$ cat config.mk
export PLATFORM = sky130hd
export DESIGN_NAME = mpu_thread_dispatch
export DESIGN_NICKNAME = d
export VERILOG_FILES = /design/src/rtl/mpu_thread_dispatch.sv
export SDC_FILE = /design/constraint.sdc
export NUM_CORES = 1
export LEC_CHECK = 0
export BUFFER_PORTS_ARGS = -buffer_cell sky130_fd_sc_hd__buf_2
export CORE_ASPECT_RATIO = 1.4
export CORE_UTILIZATION = 47
export CTS_CLUSTER_SIZE = 28
export DETAILED_ROUTE_END_ITERATION = 7
export GPL_TIMING_DRIVEN = 0
export PLACE_DENSITY = 0.88
export SLEW_MARGIN = 20
export SYNTH_ARGS = -nofsm -noshare
export SYNTH_HDL_FRONTEND = slang
export SYNTH_SLANG_ARGS = --single-unit
$ cat constraint.sdc
create_clock -name clock -period 2.6 [get_ports clock]
set_clock_uncertainty 0.05 [all_clocks]
set_input_delay 0.52 -clock clock [delete_from_list [all_inputs] [get_ports clock]]
set_output_delay 0.52 -clock clock [all_outputs]
set_load 0.005 [all_outputs]
$ cat src/rtl/mpu_thread_dispatch.sv
// Thread dispatcher: queues ready thread IDs, resolves each through MapMan, streams its words to the TPU (MPU_DISPATCH_PERF_EN adds perf counters).
// Latency: lookup ack to first O_Send is 2 cycles; 1 word/cycle when unstalled; O_End rides with the final word.
// Backpressure: I_Stall blocks the next issue; the word already read out of thread memory still appears next cycle.

// Pending-ID queue; a push into a full queue is still accepted when a pop happens in the same cycle.
// Latency: 1 cycle from push to head visibility; pop reads the head combinationally.
// Backpressure: none upstream; a push on full without pop is dropped and flagged.
module mpu_dispatch_fifo #(
    parameter int WIDTH = 8,
    parameter int DEPTH = 4
) (
    input  logic             clock,
    input  logic             reset,
    input  logic             push,
    input  logic [WIDTH-1:0] push_dat,
    input  logic             pop,
    output logic [WIDTH-1:0] head_dat,
    output logic             empty,
    output logic             full,
    output logic             dropped
);
    localparam int AW = $clog2(DEPTH);

    logic [WIDTH-1:0] mem [DEPTH];
    logic [AW-1:0]    wr_ptr;
    logic [AW-1:0]    rd_ptr;
    logic [AW:0]      count;
    logic             push_ok;
    logic             pop_ok;

    assign empty    = (count == '0);
    assign full     = (count == (AW+1)'(DEPTH));
    assign push_ok  = push && (!full || pop);
    assign pop_ok   = pop && !empty;
    assign dropped  = push && full && !pop;
    assign head_dat = mem[rd_ptr];

    always_ff @(posedge clock or negedge reset) begin
        if (!reset) begin
            wr_ptr <= '0;
            rd_ptr <= '0;
            count  <= '0;
        end else begin
            if (push_ok) wr_ptr <= wr_ptr + 1'b1;
            if (pop_ok)  rd_ptr <= rd_ptr + 1'b1;
            case ({push_ok, pop_ok})
                2'b10:   count <= count + 1'b1;
                2'b01:   count <= count - 1'b1;
                default: count <= count;
            endcase
        end
    end

    // When full, a simultaneous pop frees the head slot that wr_ptr now points at.
    always_ff @(posedge clock) begin
        if (push_ok) mem[wr_ptr] <= push_dat;
    end
endmodule

module mpu_thread_dispatch #(
    parameter int SIZE_THREAD_MEM = 1024,
    parameter int WIDTH_ADDR      = 10,
    parameter int WIDTH_INSTR     = 64,
    parameter int WIDTH_ID        = 8,
    parameter int DEPTH_PEND      = 4
) (
    input  logic                   clock,
    input  logic                   reset,
    input  logic                   I_Req,
    input  logic [WIDTH_ID-1:0]    I_ThreadID,
    output logic                   O_Req_Lookup,
    output logic [WIDTH_ID-1:0]    O_ThreadID_Lk,
    input  logic                   I_Ack_Lookup,
    input  logic [WIDTH_ADDR-1:0]  I_Start,
    input  logic [WIDTH_ADDR-1:0]  I_Length,
    output logic                   O_Req_Ld,
    output logic [WIDTH_ADDR-1:0]  O_Address_Ld,
    input  logic [WIDTH_INSTR-1:0] I_Instr_Ld,
    output logic                   O_Send,
    output logic [WIDTH_INSTR-1:0] O_Instr,
    output logic                   O_End,
    output logic [WIDTH_ID-1:0]    O_ThreadID,
    input  logic                   I_Stall,
`ifdef MPU_DISPATCH_PERF_EN
    output logic [31:0]            O_Perf_Threads,
    output logic [31:0]            O_Perf_Stall,
`endif
    output logic                   O_Busy,
    output logic                   O_Overflow
);
    typedef enum logic [2:0] {
        S_IDLE,
        S_LOOKUP,
        S_LOAD,
        S_DRAIN,
        S_END
    } state_t;

    state_t                state;
    logic [WIDTH_ID-1:0]   r_thread_id;
    logic [WIDTH_ADDR-1:0] r_addr;
    logic [WIDTH_ADDR-1:0] r_remain;
    logic                  r_vld;
    logic                  req_lookup;
    logic                  req_ld;
    logic                  end_pulse;
    logic                  overflow;

    logic                  q_pop;
    logic [WIDTH_ID-1:0]   q_head;
    logic                  q_empty;
    logic                  q_full;
    logic                  q_dropped;

    assign q_pop = (state == S_IDLE) && !q_empty;

    mpu_dispatch_fifo #(
        .WIDTH (WIDTH_ID),
        .DEPTH (DEPTH_PEND)
    ) u_pend (
        .clock    (clock),
        .reset    (reset),
        .push     (I_Req),
        .push_dat (I_ThreadID),
        .pop      (q_pop),
        .head_dat (q_head),
        .empty    (q_empty),
        .full     (q_full),
        .dropped  (q_dropped)
    );

    always_ff @(posedge clock or negedge reset) begin
        if (!reset) begin
            state       <= S_IDLE;
            r_thread_id <= '0;
            r_addr      <= '0;
            r_remain    <= '0;
            r_vld       <= 1'b0;
            req_lookup  <= 1'b0;
            req_ld      <= 1'b0;
            end_pulse   <= 1'b0;
            overflow    <= 1'b0;
        end else begin
            r_vld <= 1'b0;
            if (q_dropped) overflow <= 1'b1;
            case (state)
                S_IDLE: begin
                    if (!q_empty) begin
                        state       <= S_LOOKUP;
                        r_thread_id <= q_head;
                        req_lookup  <= 1'b1;
                    end
                end
                S_LOOKUP: begin
                    if (I_Ack_Lookup) begin
                        req_lookup <= 1'b0;
                        r_addr     <= I_Start;
                        r_remain   <= I_Length;
                        if (I_Length == '0) begin
                            state     <= S_END;
                            end_pulse <= 1'b1;
                        end else begin
                            state  <= S_LOAD;
                            req_ld <= 1'b1;
                        end
                    end
                end
                S_LOAD: begin
                    // Load request stays high while stalled: thread memory counts every edge with it set.
                    if (!I_Stall) begin
                        r_addr   <= WIDTH_ADDR'((int'(r_addr) + 1) % SIZE_THREAD_MEM);
                        r_remain <= r_remain - 1'b1;
                        r_vld    <= 1'b1;
                        if (r_remain == WIDTH_ADDR'(1)) begin
                            state     <= S_DRAIN;
                            req_ld    <= 1'b0;
                            end_pulse <= 1'b1;
                        end
                    end
                end
                S_DRAIN: begin
                    state     <= S_END;
                    end_pulse <= 1'b0;
                end
                S_END: begin
                    state     <= S_IDLE;
                    end_pulse <= 1'b0;
                end
                default: state <= S_IDLE;
            endcase
        end
    end

    assign O_Req_Lookup  = req_lookup;
    assign O_ThreadID_Lk = r_thread_id;
    assign O_Req_Ld      = req_ld;
    assign O_Address_Ld  = r_addr;
    assign O_Send        = r_vld;
    assign O_Instr       = r_vld ? I_Instr_Ld : '0;
    assign O_End         = end_pulse;
    assign O_ThreadID    = r_thread_id;
    assign O_Busy        = (state != S_IDLE) || !q_empty;
    assign O_Overflow    = overflow;

`ifdef MPU_DISPATCH_PERF_EN
    logic [31:0] perf_threads;
    logic [31:0] perf_stall;

    always_ff @(posedge clock or negedge reset) begin
        if (!reset) begin
            perf_threads <= '0;
            perf_stall   <= '0;
        end else begin
            if (state == S_END && perf_threads != '1) perf_threads <= perf_threads + 1'b1;
            if (state == S_LOAD && I_Stall && perf_stall != '1) perf_stall <= perf_stall + 1'b1;
        end
    end

    assign O_Perf_Threads = perf_threads;
    assign O_Perf_Stall   = perf_stall;
`endif
endmodule

==> impl_metrics.ini, run 1 <==
[grt]
grt_overflow_total = 0
grt_max_degree = 44
grt_pass1_vias = 3723
grt_usage_pct = 29.0
grt_antenna_before_repair = 4
grt_pass1_wl_um = 19100

[yosys]
yosysSeqAreaShare_pct = 50.8
synthTopCellsByCount = 67 x and2_1, 43 x dfrtp_1, 32 x edfxtp_1, 22 x a21oi_1, 22 x nor2_1
synth_edf_count = 32
ys_async_sr_fraction_pct = 57.3
yosysMostFrequentCell = and2_1
ys_types = 51
ys_warn_count = 0
synth.area.top_cells = dfrtp_1 27%, edfxtp_1 24%, and2_1 10%
syn_area_um2 = 4010
syn-num-nets = 479
syn_inst = 373
ys_ff_latch = 75
synth_top_area_share_pct = 26.8
yosysTopAreaCell = dfrtp_1
ys.flop_type = dfrtp_1
syn_area_per_cell_um2 = 10.7

[sta]
finalSetupViolations = 0
layout_setup_ws_ns = 0.150
fin_crit_sh_pct = 94.2
slew_violations = 0
fin_crit_ns = 2.45
relSlewSlack_pct = 56.1
whs_ns = 0.121
setup_tns_ns = 0
hold_viol_final = 0
rsz0062_at_grt = false
worst_pin_slew_ns = 0.653
fmax_ghz = 0.408

[cts]
cts_tree = yes
clockBufferDepth = 2
clkTransAtPathRegs_ns = 0.06
cts_buffers = 9
ctsHtreeMaxLevel = 3
root_buffer = clkbuf_16
insertion_delay_ns = 0.34
ctsHoldBuffers = 0
cts_num_sinks = 75

[routing]
drc_errors = 0
drtPass1Iterations = 4
wire_per_inst_um = 18.3
wirelength_um = 12600
viasPerCell = 5.52
antenna_left = 0
num_vias = 3785
drt_iter0_markers = 308

[placement]
hpwlAfterDp_um = 9650
pre_cts_slack_ns = -0.0319
gp_congestion = 1.02
numPortBuffers = 192

[power]
powerDensity_nw_per_um2 = 1080
cellLeakagePower_nw = 2.62
p_seq_share_pct = 35.3
pwr-share-clk_pct = 21.9
power.internal_mw = 3.66
vdd_drop_max_uv = 733
power.switching_mw = 2.19
power_mw = 5.85
combPwrFrac_pct = 42.8
switching_share_pct = 37.4

[die]
start_util_pct = 48.9
die_y_um = 111
ios = 193
design.core.area_um2 = 8200
num_rows = 39
dieWidth_um = 80.0
die_area_um2 = 8910

[critical_path]
slowest_delay_ns = 0.38
critPathSlowestCell = fa_1
cp_top_family = simple AND/OR/NAND/NOR gates
crit_type = reg -> reg
worst-endpoint-required_ns = 2.81
cp-start-kind = flip-flop
crit_chain = buf_2 > or3_4 > nor2_2 > buf_6 > ha_1 > inv_1 > fa_1 > xor2_1 > nor2_1 > xor2_1
endpoint_kind = flip-flop
cp_max_fo = 10
crit_buf_inv = 3
crit_arrival_ns = 2.66
crit_top_cell = xor2_1

[final_layout]
final_core_util_pct = 66.2
fillers = 666
final_layout_size_suffix_gt1_share_pct = 42.2
fin_nets = 682
syn2layout_area_growth_pct = 35.5

[job]
max_cap_violations = 0

[min_path]
hold_path_class = in -> async

[status]
outcome = finished clean
## power by group through the flow
stage	Combinational (mW)	Clock (mW)	Sequential (mW)
after global routing	2.76	1.34	2.12
final	2.50	1.28	2.06
after detailed placement	2.46	0	2.06
after global placement	2.35	0	2.02
after CTS	2.50	1.29	2.06
after floorplan	1.63	0	1.99
## sequential cells by signal (all words and copies together) (netlist names), 2 cells and up
name           flops
O_Address_Ld      10
u_pend.mem        32
r_remain          10
O_ThreadID         8
u_pend.count       3
state              3
u_pend.rd_ptr      2
u_pend.wr_ptr      2
## cell families after synthesis
group	after synthesis	share of synthesized area (%)
AOI/OAI and AO/OA	75	11.6
adders and majority gates	10	3.25
muxes	19	7.52
DFF	75	50.8
and+or+nand+nor	145	20.3
buffers and inverters	43	5.18
xor gates and xnor gates	6	1.31
## routing by layer
layer / part of all wire (%) / GRT usage [%] / vias up
li1: - / - / 1733
met1: 37 / 33.8 / 1831
met2: 51 / 50.3 / 192
met3: 8.9 / 7.16 / 27
met4: 2.7 / 11.5 / 2
met5: 0.10 / 0 / -
## final timing paths
kind                                     from          endpoint  slack (ns)  cells past startpoint
worst max-delay path                 state[1]   u_pend.count[2]        0.15                     10
worst min-delay path                    reset     O_ThreadID[2]        0.12                      1
worst max register to register       state[1]   u_pend.count[2]        0.15                     10
worst min register to register     O_Overflow        O_Overflow        0.45                      1
max in group asynchronous               reset        O_Overflow        1.97                      1
min in group clock              I_ThreadID[6]  u_pend.mem[2][6]        0.34                      1
## metrics by stage
stage          instances  area (um2)
2_1_floorplan        373        4010
3_3_place_gp         667        5100
3_5_place_dp         667        5100
4_1_cts              683        5410
5_1_grt              686        5430
6_report             686        5430
## placed cells by master, fill, tap and decap left out, types with 9 or more instances in the layout
| cell type | instances |
|---|---|
| nor2_1 | 21 |
| o21ai_1 | 9 |
| clkbuf_1 | 14 |
| dfrtp_1 | 43 |
| edfxtp_1 | 32 |
| and2_1 | 67 |
| buf_4 | 9 |
| a21oi_1 | 22 |
| clkbuf_16 | 9 |
| inv_1 | 12 |
| mux2_2 | 9 |
| buf_2 | 197 |
| nand2_1 | 15 |
| o21ai_0 | 11 |
## final cells by class
| type | count | area (um2) | area share (%) |
|---|---|---|---|
| buffer | 31 | 169 | 3.11 |
| inverter | 12 | 45.0 | 0.830 |
| multi-input combinational | 255 | 1770 | 32.6 |
| sequential | 75 | 2040 | 37.5 |
| clock buffer | 9 | 225 | 4.15 |
| tap | 102 | 128 | 2.35 |
| antenna | 3 | 7.51 | 0.138 |
| clock inverter | 7 | 83.8 | 1.54 |
| timing repair buffer | 192 | 963 | 17.7 |
## timing repair
action / in CTS / in global routing
resized for setup: 1 / 3
endpoints found under the hold margin: 0 / 0
setup buffers: 0 / 0
cloned: 0 / 0
setup endpoints to repair: 1 / 1
Note: power is estimated with default switching activity, not from simulation.
==> inputs of run 2 (changes only) <==
Settings changed: RECOVER_POWER set to 50.
==> impl_metrics.ini, run 2 (synthesis results as in run 1) <==
[status]
outcome = finished clean

[power]
power.switching_mw = 2.18
switching_share_pct = 37.5
powerDensity_nw_per_um2 = 1080
p_seq_share_pct = 35.5
combPwrFrac_pct = 42.5
pwr-share-clk_pct = 21.9
cellLeakagePower_nw = 2.56
power.internal_mw = 3.63
vdd_drop_max_uv = 706

[grt]
grt_pass1_vias = 3723
grt_usage_pct = 29.0
grt_max_degree = 44
grt_pass1_wl_um = 19100
grt_overflow_total = 0
grt_antenna_before_repair = 4

[cts]
insertion_delay_ns = 0.33
ctsHtreeMaxLevel = 3
cts_num_sinks = 75
clkTransAtPathRegs_ns = 0.06
cts_tree = yes
root_buffer = clkbuf_16
cts_buffers = 9
clockBufferDepth = 2

[critical_path]
cp_max_fo = 10
worst-endpoint-required_ns = 2.81
crit_buf_inv = 3
endpoint_kind = flip-flop
crit_chain = buf_2 > or3_4 > nor2_2 > buf_6 > ha_1 > inv_1 > fa_1 > xor2_1 > nor2_1 > xor2_1
crit_arrival_ns = 2.65
cp-start-kind = flip-flop
startpoint = state[1]
critPathSlowestCell = fa_1
slowest_delay_ns = 0.38
cp_top_family = simple AND/OR/NAND/NOR gates
crit_top_cell = xor2_1
reg2reg_from = state[1]
crit_type = reg -> reg

[placement]
dp.cells = 667
numPortBuffers = 192
gp_congestion = 1.02
hpwlAfterDp_um = 9650

[sta]
fin_crit_ns = 2.44
finalSetupViolations = 0
rsz0062_at_grt = false
relSlewSlack_pct = 25.1
slew_violations = 0
fin_crit_sh_pct = 93.9
hold_viol_final = 0
fmax_ghz = 0.410
worst_pin_slew_ns = 1.12
setup_tns_ns = 0

[die]
ios = 193
num_rows = 39
start_util_pct = 48.9
dieWidth_um = 80.0
design.core.area_um2 = 8200
die_area_um2 = 8910
die_y_um = 111

[final_layout]
final_cell_mix = 177 x buf_2, 66 x and2_1, 43 x dfrtp_1, 34 x clkbuf_1, 32 x edfxtp_1
syn2layout_area_growth_pct = 34.8
regMostFlops = u_pend.mem
fillers = 677
final_cells = 686
largest_reg_flops = 32
fin_nets = 682
final_common_cell = buf_2
final_core_util_pct = 65.9
final_layout_size_suffix_gt1_share_pct = 38.7

[min_path]
hold_path_class = in -> async

[job]
max_cap_violations = 0

[routing]
drtPass1Iterations = 4
antenna_left = 0
drc_errors = 0
viasPerCell = 5.44
wirelength_um = 12600
drt_iter0_markers = 274
wire_per_inst_um = 18.4
num_vias = 3733
## run 2: cell types whose count changed in the layout (fill, tap and decap cells not counted), sizes merged
cell	before	now
buf	209	180
clkbuf	23	52
## run 2: what timing repair did
item,in CTS,in global routing
cloned,0,0
hold buffers,0,0
gates resized for setup,1,3
buffers inserted,0,0
setup endpoints to repair,1,1
## run 2: worst reg2reg max path, stage by stage (launching register included)
cell     delay (ns)
dfrtp_1        0.37
buf_2          0.17
or3_4          0.37
nor2_2         0.15
buf_6          0.18
ha_1           0.20
inv_1          0.07
fa_1           0.38
xor2_1         0.15
nor2_1         0.11
xor2_1         0.15
## run 2: power groups by stage
stage	registers [mW]	clock network, mW	logic, mW
2_1_floorplan	1.99	0	1.63
3_3_place_gp	2.02	0	2.35
3_5_place_dp	2.06	0	2.46
4_1_cts	2.06	1.29	2.50
5_1_grt	2.12	1.34	2.73
6_report	2.06	1.28	2.47
## run 2: stage by stage
stage / instance area, um2 / hold slack (ns) / worst slack [ns] / power [mW]
global route: 5400 / 0.378 / 0.00770 / 6.19
global placement: 5100 / 0.413 / 0.0743 / 4.37
CTS: 5410 / 0.340 / 0.0477 / 5.84
finish: 5400 / 0.344 / 0.158 / 5.82
detailed placement: 5100 / 0.440 / -0.0319 / 4.53
floorplan: 4010 / 0.174 / 0.269 / 3.62
## run 2: layout make-up
class	instances	area, um2	area share (%)
sequential	75	2040	37.7
multi-input combinational	255	1770	32.8
timing repair buffer	192	936	17.3
clock buffer	9	225	4.17
buffer	31	169	3.13
tap	102	128	2.36
clock inverter	7	83.8	1.55
inverter	12	45.0	0.834
antenna	3	7.51	0.139
## run 2: worst paths after layout
path | slack (ns) | cells after the start | to
worst min-delay path | 0.34 | 1 | O_ThreadID[2]
worst max register to register | 0.16 | 10 | u_pend.count[2]
worst min register to register | 0.45 | 1 | O_Overflow
worst max-delay path | 0.16 | 10 | u_pend.count[2]
min in group clock | 0.37 | 2 | O_Send
max in group asynchronous | 1.47 | 1 | O_Address_Ld[3]
## run 2: per-layer routing
layer,vias to the layer above,GRT usage [%],wire (um)
li1,1730,-,-
met5,-,0,13
met2,171,50.3,6450
met1,1806,33.8,4680
met3,24,7.16,1100
met4,2,11.5,348
==> inputs of run 3 (changes only) <==
Settings changed: PLACE_DENSITY 0.88 to 0.81.
==> impl_metrics.ini, run 3 (synthesis results as in run 1) <==
[status]
outcome = finished clean

[final_layout]
final_layout_size_suffix_gt1_share_pct = 39.0
fin_area_um2 = 5420
fillers = 666
final_common_cell = buf_2
final_cells = 686
regMostFlops = u_pend.mem
largest_reg_flops = 32
final_cell_mix = 177 x buf_2, 67 x and2_1, 43 x dfrtp_1, 34 x clkbuf_1, 32 x edfxtp_1
fin_nets = 685
syn2layout_area_growth_pct = 35.3
diodes = 0

[die]
num_rows = 39
start_util_pct = 48.9
design.core.area_um2 = 8200
dieWidth_um = 80.0
die_y_um = 111
die_area_um2 = 8910
ios = 193

[critical_path]
cp-start-kind = flip-flop
rr_worst_depth = 10
startpoint = state[1]
worst-endpoint-required_ns = 2.81
crit_arrival_ns = 2.57
crit_type = reg -> reg
cp_max_fo = 10
endpoint_kind = flip-flop
r2r_end = u_pend.count[2]
reg2reg_from = state[1]
r2r_slack_ns = 0.24

[power]
power.internal_mw = 3.68
power.switching_mw = 2.17
p_seq_share_pct = 35.1
powerDensity_nw_per_um2 = 1080
switching_share_pct = 37.1
cellLeakagePower_nw = 2.59
combPwrFrac_pct = 42.6
vdd_drop_max_uv = 670
pwr-share-clk_pct = 22.3

[routing]
wirelength_um = 11200
num_vias = 3673
wire_per_inst_um = 16.3
drtPass1Iterations = 4
viasPerCell = 5.35
drc_errors = 0
antenna_left = 0
drt_iter0_markers = 297

[cts]
insertion_delay_ns = 0.34
ctsHoldBuffers = 0
clkTransAtPathRegs_ns = 0.06
cts_num_sinks = 75
ctsHtreeMaxLevel = 3
clockBufferDepth = 2
root_buffer = clkbuf_16
cts_tree = yes
cts_buffers = 9

[placement]
dp.cells = 667
placed_area_um2 = 5100
numPortBuffers = 192
gp_congestion = 0.873
hpwlAfterDp_um = 8390

[sta]
relSlewSlack_pct = 26.5
finalSetupViolations = 0
fin_crit_ns = 2.36
worst_pin_slew_ns = 1.10
fmax_ghz = 0.424
hold_viol_final = 0
fin_crit_sh_pct = 90.7
rsz0062_at_grt = false
slew_violations = 0

[grt]
grt_pass1_vias = 3549
grt_max_degree = 44
grt_overflow_total = 0
grt_usage_pct = 26.4
grt_antenna_before_repair = 0
grt_pass1_wl_um = 17600

[job]
max_cap_violations = 0

[min_path]
hold_path_class = in -> async
-- run 3: changes by cell type in the layout (fill, tap and decap cells not counted) --
cell        delta
and2_0         -1
and2_1         +1
buf_4          +3
clkinv_4       -1
clkinvlp_4     -1
diode_2        -3
inv_8          +2
o21ai_0        +1
o21ai_1        -1
-- run 3: worst max path at each step --
stage,end,cells after the start,slack [ns]
floorplan,u_pend.count[2],10,0.27
CTS,u_pend.count[2],10,0.07
detailed placement,u_pend.count[2],10,-0.01
global placement,u_pend.count[2],10,0.04
global route,u_pend.count[2],11,0.01
finish,u_pend.count[2],10,0.24
-- run 3: timing repair --
action / 4_1_cts / 5_1_grt
setup buffers: 0 / 3
gates resized for setup: 1 / 3
endpoints found under the setup margin: 1 / 1
pin swaps: 0 / 0
-- run 3: through the flow --
step	power [mW]	hold slack [ns]	TNS [ns]	util (%)	worst slack (ns)
finish	5.85	0.331	0	66.1	0.242
detailed placement	4.49	0.422	-0.0135	62.2	-0.0135
CTS	5.84	0.332	0	66.0	0.0708
global route	6.27	0.370	0	66.1	0.0134
floorplan	3.62	0.174	0	-	0.269
global placement	4.37	0.417	0	62.2	0.0423
-- run 3: final cells by class --
cell class | count | area [um2] | share of cell area, %
multi-input cells | 255 | 1770 | 32.6
inverters | 12 | 45.0 | 0.831
clock inverters | 7 | 90.1 | 1.66
well taps | 102 | 128 | 2.35
flip-flops and latches | 75 | 2040 | 37.6
plain buffers | 31 | 166 | 3.07
repair buffers | 195 | 961 | 17.7
clock buffers | 9 | 225 | 4.15
-- run 3: worst max-delay path, cell delays in order, from the launching register on --
cell and delay, ns:
dfrtp_1 0.38, buf_2 0.18, or3_4 0.37, nor2_2 0.13, buf_6 0.13, ha_1 0.18
inv_1 0.06, fa_1 0.38, xor2_1 0.16, nor2_1 0.11, xor2_1 0.15
-- run 3: routing by layer --
layer | GRT usage, % | wire (um)
met1 | 30.8 | 4330
met4 | 14.5 | 351
met2 | 44.2 | 5680
met3 | 5.68 | 852
met5 | 0 | 0
-- run 3: power groups by stage --
| stage | logic, mW | clock network [mW] | registers [mW] |
|---|---|---|---|
| final | 2.49 | 1.31 | 2.05 |
| after CTS | 2.46 | 1.33 | 2.05 |
| after global routing | 2.78 | 1.38 | 2.11 |
| after detailed placement | 2.43 | 0 | 2.06 |
| after floorplan | 1.63 | 0 | 1.99 |
| after global placement | 2.34 | 0 | 2.03 |
